<file path="config.mk">
export PLATFORM = sky130hd
export DESIGN_NAME = division
export DESIGN_NICKNAME = d
export VERILOG_FILES = /design/src/rtl/division.sv
export SDC_FILE = /design/constraint.sdc
export NUM_CORES = 1
export LEC_CHECK = 0
export BUFFER_PORTS_ARGS = -buffer_cell sky130_fd_sc_hd__buf_2
export CORE_AREA = 2 2 88 90
export DETAILED_ROUTE_END_ITERATION = 8
export DIE_AREA = 0 0 90 92
export PLACE_DENSITY = 0.67
export SYNTH_ARGS = -nofsm -noshare
export SYNTH_HDL_FRONTEND = slang
export SYNTH_SLANG_ARGS = --single-unit
</file>
<file path="constraint.sdc">
create_clock -name clk -period 2.95 [get_ports clk]
set_clock_uncertainty 0.2 [all_clocks]
set_input_delay 0.4425 -clock clk [delete_from_list [all_inputs] [get_ports clk]]
set_output_delay 0.4425 -clock clk [all_outputs]
set_load 0.005 [all_outputs]
</file>
<file path="src/rtl/division.sv">
// Free-running signed restoring divider: LOAD -> ITER x WIDTH -> FIX, one result every WIDTH+2 cycles.
// Define DIVISION_DONE_EN to add the one-cycle `done` strobe that accompanies each result update.
module division #(
   parameter int WIDTH = 8
) (
   input  logic             clk,
   input  logic             rst,
   input  logic [WIDTH-1:0] Q,
   input  logic [WIDTH-1:0] M,
   output logic [WIDTH-1:0] Quo,
   output logic [WIDTH-1:0] Rem
`ifdef DIVISION_DONE_EN
   ,
   output logic             done
`endif
);

   localparam int CW = (WIDTH > 2) ? $clog2(WIDTH) : 1;

   typedef enum logic [1:0] {LOAD, ITER, FIX} state_t;

   state_t           state, state_next;
   logic [CW-1:0]    count;
   logic [WIDTH:0]   rem;
   logic [WIDTH-1:0] quo;
   logic [WIDTH:0]   dvs;
   logic [WIDTH-1:0] qlat;
   logic             sign_q, sign_d;

   logic [WIDTH-1:0] abs_q;
   logic [WIDTH:0]   m_ext, abs_m;
   logic [WIDTH+1:0] shifted, trial;
   logic [WIDTH-1:0] quo_fix, rem_fix;

   // Magnitudes: |Q| never exceeds 2^(WIDTH-1), so it fits WIDTH unsigned bits; |M| keeps WIDTH+1.
   always_comb begin
      m_ext = {M[WIDTH-1], M};
      abs_q = Q[WIDTH-1] ? ('0 - Q) : Q;
      abs_m = M[WIDTH-1] ? ('0 - m_ext) : m_ext;
   end

   always_comb begin
      shifted = {rem, quo[WIDTH-1]};
      trial   = shifted - {1'b0, dvs};
      quo_fix = sign_d ? ('0 - quo) : quo;
      rem_fix = sign_q ? ('0 - rem[WIDTH-1:0]) : rem[WIDTH-1:0];
   end

   always_comb begin
      state_next = state;
      case (state)
         LOAD:    state_next = ITER;
         ITER:    if (count == CW'(WIDTH - 1)) state_next = FIX;
         FIX:     state_next = LOAD;
         default: state_next = LOAD;
      endcase
   end

   always_ff @(posedge clk) begin
      if (rst) state <= LOAD;
      else     state <= state_next;
   end

   // Working registers; a zero divisor is caught only at FIX so the iteration stays uniform.
   always_ff @(posedge clk) begin
      if (rst) begin
         count  <= '0;
         rem    <= '0;
         quo    <= '0;
         dvs    <= '0;
         qlat   <= '0;
         sign_q <= 1'b0;
         sign_d <= 1'b0;
         Quo    <= '0;
         Rem    <= '0;
      end else begin
         case (state)
            LOAD: begin
               qlat   <= Q;
               sign_q <= Q[WIDTH-1];
               sign_d <= Q[WIDTH-1] ^ M[WIDTH-1];
               quo    <= abs_q;
               dvs    <= abs_m;
               rem    <= '0;
               count  <= '0;
            end
            ITER: begin
               if (trial[WIDTH+1]) begin
                  rem <= shifted[WIDTH:0];
                  quo <= {quo[WIDTH-2:0], 1'b0};
               end else begin
                  rem <= trial[WIDTH:0];
                  quo <= {quo[WIDTH-2:0], 1'b1};
               end
               count <= count + 1'b1;
            end
            FIX: begin
               if (dvs == '0) begin
                  Quo <= '1;
                  Rem <= qlat;
               end else begin
                  Quo <= quo_fix;
                  Rem <= rem_fix;
               end
            end
            default: ;
         endcase
      end
   end

`ifdef DIVISION_DONE_EN
   always_ff @(posedge clk) begin
      if (rst) done <= 1'b0;
      else     done <= (state == FIX);
   end
`endif

endmodule

</file>
==> flow_summary_export.csv, run 1 <==
group,metric,value,unit
critical_path,cp_max_fo,10,
sta,final.min_clock_period,2.52,ns
floorplanning,dieArea,8280,um^2
clock_tree,hold_buffers,0,
critical_path,startpoint_type,"flop",
global_routing,grt_overflow_total,0,
clock_tree,cts_tree,"yes",
finish,fill_cells,790,
logic_synthesis,synth_seq_cells,56,
clock_tree,cts_buffers,5,
finish,n_antenna_cell,0,
critical_path,reg2reg_to,"rem[0]$_SDFFE_PP0P_",
logic_synthesis,ys_types,42,
detailed_routing,vias,2713,
critical_path,required,2.97,ns
detailed_routing,viasPerCell,5.21,
global_routing,antenna_found_initial,0,
detailed_routing,route.detailed.drc,0,
placed_design,place.gp.congestion,0.893,
placed_design,dpl.hpwl,5160,um
finish,final_area,3520,um^2
clock_tree,htree_levels,2,
logic_synthesis,synthArstFlopShare,0,%
hold_path,worstHoldStart,"M[0]",
finish,area_growth,10.8,%
sta,post-route-period-util,85.3,%
power_and_ir_drop,p_leak,0.00142,uW
finish,seq_area,1120,um^2
logic_synthesis,syn_avg_cell_area,8.05,um^2
detailed_routing,dr.pass1.iters,4,
detailed_routing,finalWirelength,6650,um
critical_path,worstReg2RegStart,"rem[3]$_SDFFE_PP0P_",
critical_path,cp.arrival,2.54,ns
sta,fin_tns_setup,0,ns
floorplanning,io_pins,34,
critical_path,cp-end-kind,"flop",
clock_tree,path_clk_slew,0.10,ns
clock_tree,post_cts_buffers,0,
status,status,"finished clean",
critical_path,r2r_setup_slack,0.43,ns
sta,fmax,397,MHz
run,cap_violations,0,
logic_synthesis,synth_warnings,0,
floorplanning,core_area,7450,um^2
clock_tree,cts-resized-gates,0,
logic_synthesis,synth.area.top_cells,"dfxtp_1 35%, ha_1 5.9%, mux2i_1 5.7%",
detailed_routing,antenna_left,0,
floorplanning,initial_utilization,42.7,%
logic_synthesis,synth_enable_flop_cells,0,
logic_synthesis,yosysTopAreaCell,"dfxtp_1",
sta,whs,0.192,ns
global_routing,grt_pass1_vias,2477,
floorplanning,rows,32,
logic_synthesis,syn-num-nets,429,
global_routing,grt_pass1_wl,11500,um
detailed_routing,drt_iter0_markers,139,
placed_design,postPlaceCellArea,3430,um^2
clock_tree,root_buffer,"clkbuf_8",
logic_synthesis,ys.flop_type,"dfxtp_1",
hold_path,hold_path_end,"dvs[0]$_SDFFE_PP0P_",
global_routing,grt_max_degree,34,
sta,max_slew_margin,55.8,%
sta,hold_violations,0,
hold_path,hold_depth,3,
power_and_ir_drop,power_density,713,nW/um^2
sta,final_max_slew_viol_count,0,
global_routing,grt_usage,16.9,%
detailed_routing,wl_per_cell,12.8,um
power_and_ir_drop,total_power,2510,uW
logic_synthesis,synth_area,3180,um^2
clock_tree,clk_path_buf_depth,2,
finish,fin_nets,452,
clock_tree,cts.sinks,56,
floorplanning,die_w,90,um
placed_design,io_buffer_count,33,
sta,grt_setup_unrepaired,"false",
logic_synthesis,ys_seq_area_share,35.3,%
power_and_ir_drop,peakVddDrop,310,uV
critical_path,worstSetupPathType,"reg2reg",
sta,finalSetupViolations,0,
logic_synthesis,synth_top_area_share,35.3,%
sta,tightest_slew,0.661,ns
finish,final_layout_size_suffix_gt1_share,13.1,%
hold_path,hp-class,"in2reg",
clock_tree,clk_latency,0.32,ns
logic_synthesis,synthCells,395,
floorplanning,die_h,92,um
critical_path,r2r_cells,7,
finish,multiInputGateArea,1890,um^2
worst max-delay path by stage:
stage	end	depth (start not counted)	slack, ns	start
after floorplan	rem[0]$_SDFFE_PP0P_	8	0.67	rem[6]$_SDFFE_PP0P_
after global placement	rem[0]$_SDFFE_PP0P_	7	0.52	rem[3]$_SDFFE_PP0P_
after detailed placement	rem[0]$_SDFFE_PP0P_	7	0.47	rem[3]$_SDFFE_PP0P_
after CTS	rem[0]$_SDFFE_PP0P_	8	0.44	dvs[4]$_SDFFE_PP0P_
after global routing	rem[0]$_SDFFE_PP0P_	8	0.30	dvs[4]$_SDFFE_PP0P_
final	rem[0]$_SDFFE_PP0P_	7	0.43	rem[3]$_SDFFE_PP0P_
synthesized netlist by cell type, types with 5 or more instances:
master / instances
xor2_1: 15
a211oi_1: 17
a311oi_1: 8
nor2b_1: 7
mux2i_1: 18
nor2_1: 46
o21ai_0: 13
clkbuf_1: 20
nand2b_1: 5
nand3_1: 6
xnor2_1: 13
o211ai_1: 6
inv_1: 21
dfxtp_1: 56
ha_1: 15
o21ai_1: 12
nand2_1: 48
a21oi_1: 29
cells in the final DEF (no fill, tap or decap), types with 6 or more instances in the layout:
cell,n
a211oi_1,17
a21oi_1,29
a311oi_1,8
buf_2,33
buf_4,6
clkbuf_8,6
dfxtp_1,56
ha_1,15
inv_1,21
mux2i_1,18
nand2_1,48
nand3_1,6
nor2_1,46
nor2b_1,7
o211ai_1,6
o21ai_0,13
o21ai_1,12
xnor2_1,13
xor2_1,15
critical path, stage by stage (launching register included):
cell and delay, ns:
dfxtp_1 0.45, ha_1 0.35, a21oi_2 0.24, o211ai_1 0.15, a211o_1 0.28, o211a_1 0.30
mux2i_1 0.19, a32o_1 0.27
flip-flops by register name, indices dropped and copies added, names as in the netlist:
| signal | count |
|---|---|
| state | 2 |
| count | 3 |
| qlat | 8 |
| Rem | 8 |
| dvs | 9 |
| quo | 8 |
| rem | 9 |
| Quo | 8 |
| sign_d | 1 |
kinds of logic (layout without fill, tap and decap cells):
logic type / count (synthesis) / after routing / share of synthesized area (%)
AOI/OAI and AO/OA: 102 / 102 / 21.0
xor gates and xnor gates: 28 / 28 / 7.72
adders and majority gates: 16 / 16 / 6.54
buffers and inverters: 44 / 68 / 5.32
DFF: 56 / 56 / 35.3
muxes: 18 / 18 / 5.67
and+or+nand+nor: 131 / 131 / 18.5
metrics by stage:
step	instances	util (%)	setup slack (ns)
3_5_place_dp	513	46.0	0.468
6_report	521	47.3	0.433
3_3_place_gp	513	46.0	0.522
4_1_cts	521	47.3	0.441
5_1_grt	521	47.3	0.304
2_1_floorplan	395	-	0.668
routing by layer:
layer / vias to the layer above / GRT usage, % / wire [um]
met2: 42 / 26.9 / 2940
met3: 6 / 3.45 / 203
met1: 1242 / 23.2 / 3420
met4: 0 / 4.62 / 82
met5: - / 0 / 0
li1: 1423 / - / -
where the power goes:
group / internal (uW) / switching, uW / total (uW)
sequential: 828 / 108 / 935
clock: 193 / 257 / 450
combinational: 536 / 591 / 1130
final cells by class:
class	count	share of cell area (%)
sequential	56	31.8
multi-input combinational	295	53.6
timing repair buffer	39	5.97
inverter	21	2.24
tap	102	3.62
clock buffer	6	2.34
clock inverter	2	0.391
Power figures use the tool's default switching activity.
==> run 2, diff against run 1 <==
--- a/config.mk
+++ b/config.mk
@@ -9,7 +9,7 @@
 export CORE_AREA = 2 2 88 90
 export DETAILED_ROUTE_END_ITERATION = 8
 export DIE_AREA = 0 0 90 92
-export PLACE_DENSITY = 0.67
+export PLACE_DENSITY = 0.7
 export SYNTH_ARGS = -nofsm -noshare
 export SYNTH_HDL_FRONTEND = slang
 export SYNTH_SLANG_ARGS = --single-unit
==> constraint.sdc (replaced) <==
create_clock -name clk -period 3.1 [get_ports clk]
set_clock_uncertainty 0.2 [all_clocks]
set_input_delay 0.465 -clock clk [delete_from_list [all_inputs] [get_ports clk]]
set_output_delay 0.465 -clock clk [all_outputs]
set_load 0.005 [all_outputs]
==> run 2 against run 1 <==
Against the previous run:
- worst setup slack gained 0.13 ns
- clock power shrank 7.8%
- power shrank 5.3%
- critical endpoint unchanged
- sequential power shrank 5.0%
==> flow_summary_export.csv, run 2 (same netlist as run 1, synthesis figures left out) <==
group,metric,value,unit
global_routing,grt_overflow_total,0,
detailed_routing,viasPerCell,5.12,
detailed_routing,vias,2666,
detailed_routing,dr.pass1.iters,4,
clock_tree,clk_latency,0.31,ns
power_and_ir_drop,share_seq_of_total_power,37.3,%
detailed_routing,antenna_left,0,
power_and_ir_drop,internal-power,1480,uW
finish,fill_cells,758,
critical_path,critPathLaunch,"rem[3]$_SDFFE_PP0P_",
critical_path,crit_buf_inv,0,
power_and_ir_drop,switching_power,900,uW
global_routing,grt_max_degree,29,
detailed_routing,drt_iter0_markers,106,
clock_tree,root_buffer,"clkbuf_8",
hold_path,hold_depth,3,
sta,fmax,394,MHz
power_and_ir_drop,peakVddDrop,209,uV
sta,tightest_slew,0.702,ns
sta,post-route-period-util,81.8,%
run,cap_violations,0,
sta,final.min_clock_period,2.54,ns
finish,area_growth,10.7,%
power_and_ir_drop,p_leak,0.00141,uW
detailed_routing,finalWirelength,6560,um
critical_path,cp-end-kind,"flop",
critical_path,cp.arrival,2.55,ns
critical_path,required,3.11,ns
global_routing,grt_usage,16.2,%
placed_design,io_buffer_count,33,
floorplanning,io_pins,34,
critical_path,startpoint_type,"flop",
global_routing,grt_pass1_wl,11200,um
floorplanning,core_area,7450,um^2
clock_tree,clk_path_buf_depth,2,
critical_path,crit_path_cell_trace,"ha_1 > a21oi_2 > o211ai_1 > a211o_1 > o211a_1 > mux2i_1 > a32o_1",
clock_tree,cts-resized-gates,0,
finish,final_common_cell,"dfxtp_1",
hold_path,worstHoldStart,"M[0]",
critical_path,crit_slowest_cell,"dfxtp_1",
sta,hold_violations,0,
clock_tree,hold_buffers,0,
power_and_ir_drop,power_frac_comb,45.3,%
sta,grt_setup_unrepaired,"false",
critical_path,worstReg2RegStart,"rem[3]$_SDFFE_PP0P_",
critical_path,r2r_setup_slack,0.56,ns
power_and_ir_drop,pwr-share-clk,17.4,%
finish,fin_nets,452,
critical_path,cp_top_family,"compound AO/OA/AOI/OAI gates",
clock_tree,cts_tree,"yes",
power_and_ir_drop,power_density,676,nW/um^2
finish,final_layout_size_suffix_gt1_share,12.9,%
hold_path,hp-class,"in2reg",
clock_tree,path_clk_slew,0.10,ns
sta,max_slew_margin,53.1,%
sta,finalSetupViolations,0,
critical_path,cp_max_fo,10,
status,status,"finished clean",
detailed_routing,route.detailed.drc,0,
global_routing,grt_pass1_vias,2425,
hold_path,hold_path_end,"dvs[0]$_SDFFE_PP0P_",
placed_design,dpl.hpwl,5120,um
placed_design,place.gp.congestion,0.885,
critical_path,reg2reg_to,"rem[0]$_SDFFE_PP0P_",
power_and_ir_drop,p_sw_share,37.8,%
sta,fin_tns_setup,0,ns
global_routing,antenna_found_initial,0,
critical_path,slowest_delay,0.46,ns
finish,n_antenna_cell,0,
clock_tree,cts.sinks,56,
sta,final_max_slew_viol_count,0,
floorplanning,die_h,92,um
placed_design,place_ws,0.598,ns
clock_tree,htree_levels,2,
finish,largestRegisters,"dvs: 9 flops, rem: 9 flops",
finish,final_cell_mix,"56 x dfxtp_1, 48 x nand2_1, 46 x nor2_1, 33 x buf_2, 29 x a21oi_1",
critical_path,r2r_cells,7,
sta,finalWorstSetupSlack,0.564,ns
floorplanning,initial_utilization,42.7,%
critical_path,worstSetupPathType,"reg2reg",
detailed_routing,wl_per_cell,12.6,um
clock_tree,post_cts_buffers,0,
floorplanning,die_w,90,um
clock_tree,cts_buffers,5,
floorplanning,dieArea,8280,um^2
floorplanning,rows,32,
-- run 2: power groups by stage --
stage / sequential (uW) / combinational (uW) / clock [uW]
after floorplan: 874 / 936 / 0
after global routing: 905 / 1210 / 457
after CTS: 889 / 1080 / 422
final: 888 / 1080 / 415
after detailed placement: 906 / 1070 / 0
after global placement: 903 / 1060 / 0
-- run 2: metal layers --
metal  GRT usage [%]  routed length, um
met1            23.2               3430
met2            25.7               2910
met3            2.71                181
met4            3.59                 37
met5               0                  0
-- run 2: how the worst max path moves through the flow --
stage	endpoint	depth (start not counted)
global route	rem[0]$_SDFFE_PP0P_	7
global placement	rem[0]$_SDFFE_PP0P_	7
CTS	rem[0]$_SDFFE_PP0P_	7
finish	rem[0]$_SDFFE_PP0P_	7
floorplan	rem[0]$_SDFFE_PP0P_	8
detailed placement	rem[0]$_SDFFE_PP0P_	7
-- run 2: worst reg2reg max path, cell delays in order (launching register included) --
cell	delay, ns
dfxtp_1	0.46
ha_1	0.35
a21oi_2	0.23
o211ai_1	0.15
a211o_1	0.29
o211a_1	0.30
mux2i_1	0.19
a32o_1	0.27
-- run 2: final cells by class --
class / instances / area (um^2) / area share (%)
clock inverters: 1 / 7.51 / 0.213
repair buffers: 39 / 210 / 5.97
flip-flops and latches: 56 / 1120 / 31.9
multi-input cells: 295 / 1890 / 53.6
inverters: 21 / 78.8 / 2.24
well taps: 102 / 128 / 3.63
clock buffers: 7 / 86.3 / 2.45
-- run 2: metrics by stage --
step	power [uW]	instance area [um^2]	utilization [%]	instances	hold WS [ns]
2_1_floorplan	1810	3180	-	395	0.232
3_3_place_gp	1960	3430	46.0	513	0.244
3_5_place_dp	1980	3430	46.0	513	0.250
4_1_cts	2390	3520	47.3	521	0.219
5_1_grt	2570	3520	47.3	521	0.217
6_report	2380	3520	47.3	521	0.227
==> run 3, diff against run 2 <==
==> constraint.sdc (replaced) <==
create_clock -name clk -period 2.7 [get_ports clk]
set_clock_uncertainty 0.2 [all_clocks]
set_input_delay 0.405 -clock clk [delete_from_list [all_inputs] [get_ports clk]]
set_output_delay 0.405 -clock clk [all_outputs]
set_load 0.005 [all_outputs]
==> run 3 against run 2 <==
Against the previous run:
- critical path depth did not move
- design area is essentially flat
- routed wire length rose by 4.1%
- non-clock buffer count stayed put
- hold slack got worse by 0.092 ns
- final cell count is the same
- worst setup slack got worse by 0.32 ns
- first-iteration DRC count rose by 17%
- sequential share of layout area about the same
- register-to-register slack worse by 0.32 ns
- critical path type unchanged
- critical endpoint unchanged
- largest cell class unchanged
==> flow_summary_export.csv, run 3 (same netlist as run 1, synthesis figures left out) <==
group,metric,value,unit
global_routing,grt_overflow_total,0,
power_and_ir_drop,power_density,790,nW/um^2
sta,post-route-period-util,91.0,%
floorplanning,rows,32,
critical_path,startpoint_type,"flop",
critical_path,slowest_delay,0.45,ns
clock_tree,clk_latency,0.32,ns
detailed_routing,viasPerCell,5.23,
critical_path,crit_path_cell_trace,"ha_1 > a211oi_1 > o211ai_1 > a21oi_1 > o211a_2 > mux2i_1 > a32o_1",
sta,finalSetupViolations,0,
sta,fin_tns_setup,0,ns
detailed_routing,antenna_left,0,
detailed_routing,drt_iter0_markers,124,
detailed_routing,route.detailed.drc,0,
power_and_ir_drop,peakVddDrop,302,uV
critical_path,cp_top_family,"compound AO/OA/AOI/OAI gates",
global_routing,antenna_found_initial,0,
run,cap_violations,0,
global_routing,grt_max_degree,33,
floorplanning,die_h,92,um
clock_tree,cts.sinks,56,
placed_design,place.gp.congestion,0.871,
clock_tree,cts_buffers,5,
finish,final_layout_size_suffix_gt1_share,13.4,%
finish,n_antenna_cell,0,
critical_path,crit_slowest_cell,"dfxtp_1",
clock_tree,clk_path_buf_depth,2,
global_routing,grt_usage,17.1,%
floorplanning,core_area,7450,um^2
finish,largestRegisters,"dvs: 9 flops, rem: 9 flops",
floorplanning,io_pins,34,
clock_tree,hold_buffers,0,
critical_path,required,2.72,ns
status,status,"finished clean",
sta,finalWorstSetupSlack,0.243,ns
hold_path,worstHoldStart,"Q[1]",
finish,final_cell_mix,"56 x dfxtp_1, 48 x nand2_1, 46 x nor2_1, 33 x buf_2, 29 x a21oi_1",
critical_path,cp.arrival,2.47,ns
clock_tree,htree_levels,2,
detailed_routing,finalWirelength,6830,um
hold_path,hp-class,"in2reg",
sta,final_max_slew_viol_count,0,
sta,tightest_slew,1.18,ns
floorplanning,initial_utilization,42.7,%
global_routing,grt_pass1_vias,2531,
power_and_ir_drop,p_leak,0.00141,uW
sta,fmax,407,MHz
finish,fin_cells,521,
critical_path,crit_buf_inv,0,
sta,max_slew_margin,21.2,%
critical_path,worstSetupPathType,"reg2reg",
critical_path,cp-end-kind,"flop",
detailed_routing,wl_per_cell,13.1,um
floorplanning,dieArea,8280,um^2
floorplanning,die_w,90,um
placed_design,post-place-cells,513,
sta,final.min_clock_period,2.46,ns
finish,area_growth,10.8,%
placed_design,io_buffer_count,33,
critical_path,critPathLaunch,"rem[6]$_SDFFE_PP0P_",
finish,final_common_cell,"dfxtp_1",
detailed_routing,vias,2723,
global_routing,grt_pass1_wl,11600,um
sta,hold_violations,0,
clock_tree,root_buffer,"clkbuf_8",
detailed_routing,dr.pass1.iters,4,
clock_tree,cts_tree,"yes",
placed_design,dpl.hpwl,5170,um
sta,grt_setup_unrepaired,"false",
critical_path,cp_max_fo,10,
clock_tree,path_clk_slew,0.10,ns
placed_design,place_ws,0.204,ns
finish,fin_nets,452,
critical_path,worstReg2RegStart,"rem[6]$_SDFFE_PP0P_",
==> run 3: cell count changes in the layout (fill, tap and decap cells not counted), sizes merged <==
cell | before | now
inv | 21 | 22
clkinvlp | 1 | 0
clkbuf | 7 | 6
clkinv | 0 | 1
==> run 3: path summary, 6_finish.rpt <==
check / endpoint / slack, ns / cells after the start
max: rem[0]$_SDFFE_PP0P_ / 0.24 / 7
min: qlat[1]$_SDFFE_PP0P_ / 0.14 / 3
max reg2reg: rem[0]$_SDFFE_PP0P_ / 0.24 / 7
min reg2reg: dvs[7]$_SDFFE_PP0P_ / 0.26 / 2
==> run 3: worst reg2reg max path, cell delays in order, from the launching register on <==
cell      delay (ns)
dfxtp_1         0.45
ha_1            0.33
a211oi_1        0.26
o211ai_1        0.15
a21oi_1         0.18
o211a_2         0.40
mux2i_1         0.13
a32o_1          0.26
==> run 3: per-layer routing <==
| metal | global-route usage (%) | up-vias | routed length (um) |
|---|---|---|---|
| met5 | 0 | - | 0 |
| met4 | 4.74 | 0 | 60 |
| met3 | 3.78 | 6 | 314 |
| met2 | 28.6 | 57 | 3140 |
| met1 | 22.1 | 1247 | 3310 |
| li1 | - | 1413 | - |
==> run 3: timing repair <==
item / CTS / global route
setup endpoints to repair: 0 / 1
gates resized for setup: 0 / 1
endpoints found under the hold margin: 0 / 0
setup buffers: 0 / 0
==> run 3: final cells by class <==
type	instances	area [um^2]
sequential	56	1120
clock buffer	6	82.6
inverter	21	78.8
clock inverter	2	13.8
fill	777	3930
tap	102	128
timing repair buffer	39	210
multi-input combinational	295	1890
==> run 3: through the flow <==
| stage | instance area, um^2 | power, uW | hold WS, ns | util, % |
|---|---|---|---|---|
| 3_5_place_dp | 3430 | 2280 | 0.248 | 46.0 |
| 2_1_floorplan | 3180 | 2080 | 0.232 | - |
| 6_report | 3520 | 2780 | 0.136 | 47.3 |
| 4_1_cts | 3520 | 2780 | 0.128 | 47.3 |
| 3_3_place_gp | 3430 | 2250 | 0.251 | 46.0 |
| 5_1_grt | 3520 | 2950 | 0.136 | 47.3 |
==> run 3: where the power goes <==
| part | leakage [uW] | switching (uW) | total, uW | internal, uW |
|---|---|---|---|---|
| Sequential | 0.000458 | 118 | 1020 | 904 |
| Combinational | 0.000903 | 673 | 1270 | 595 |
| Clock | 0.0000516 | 281 | 492 | 211 |
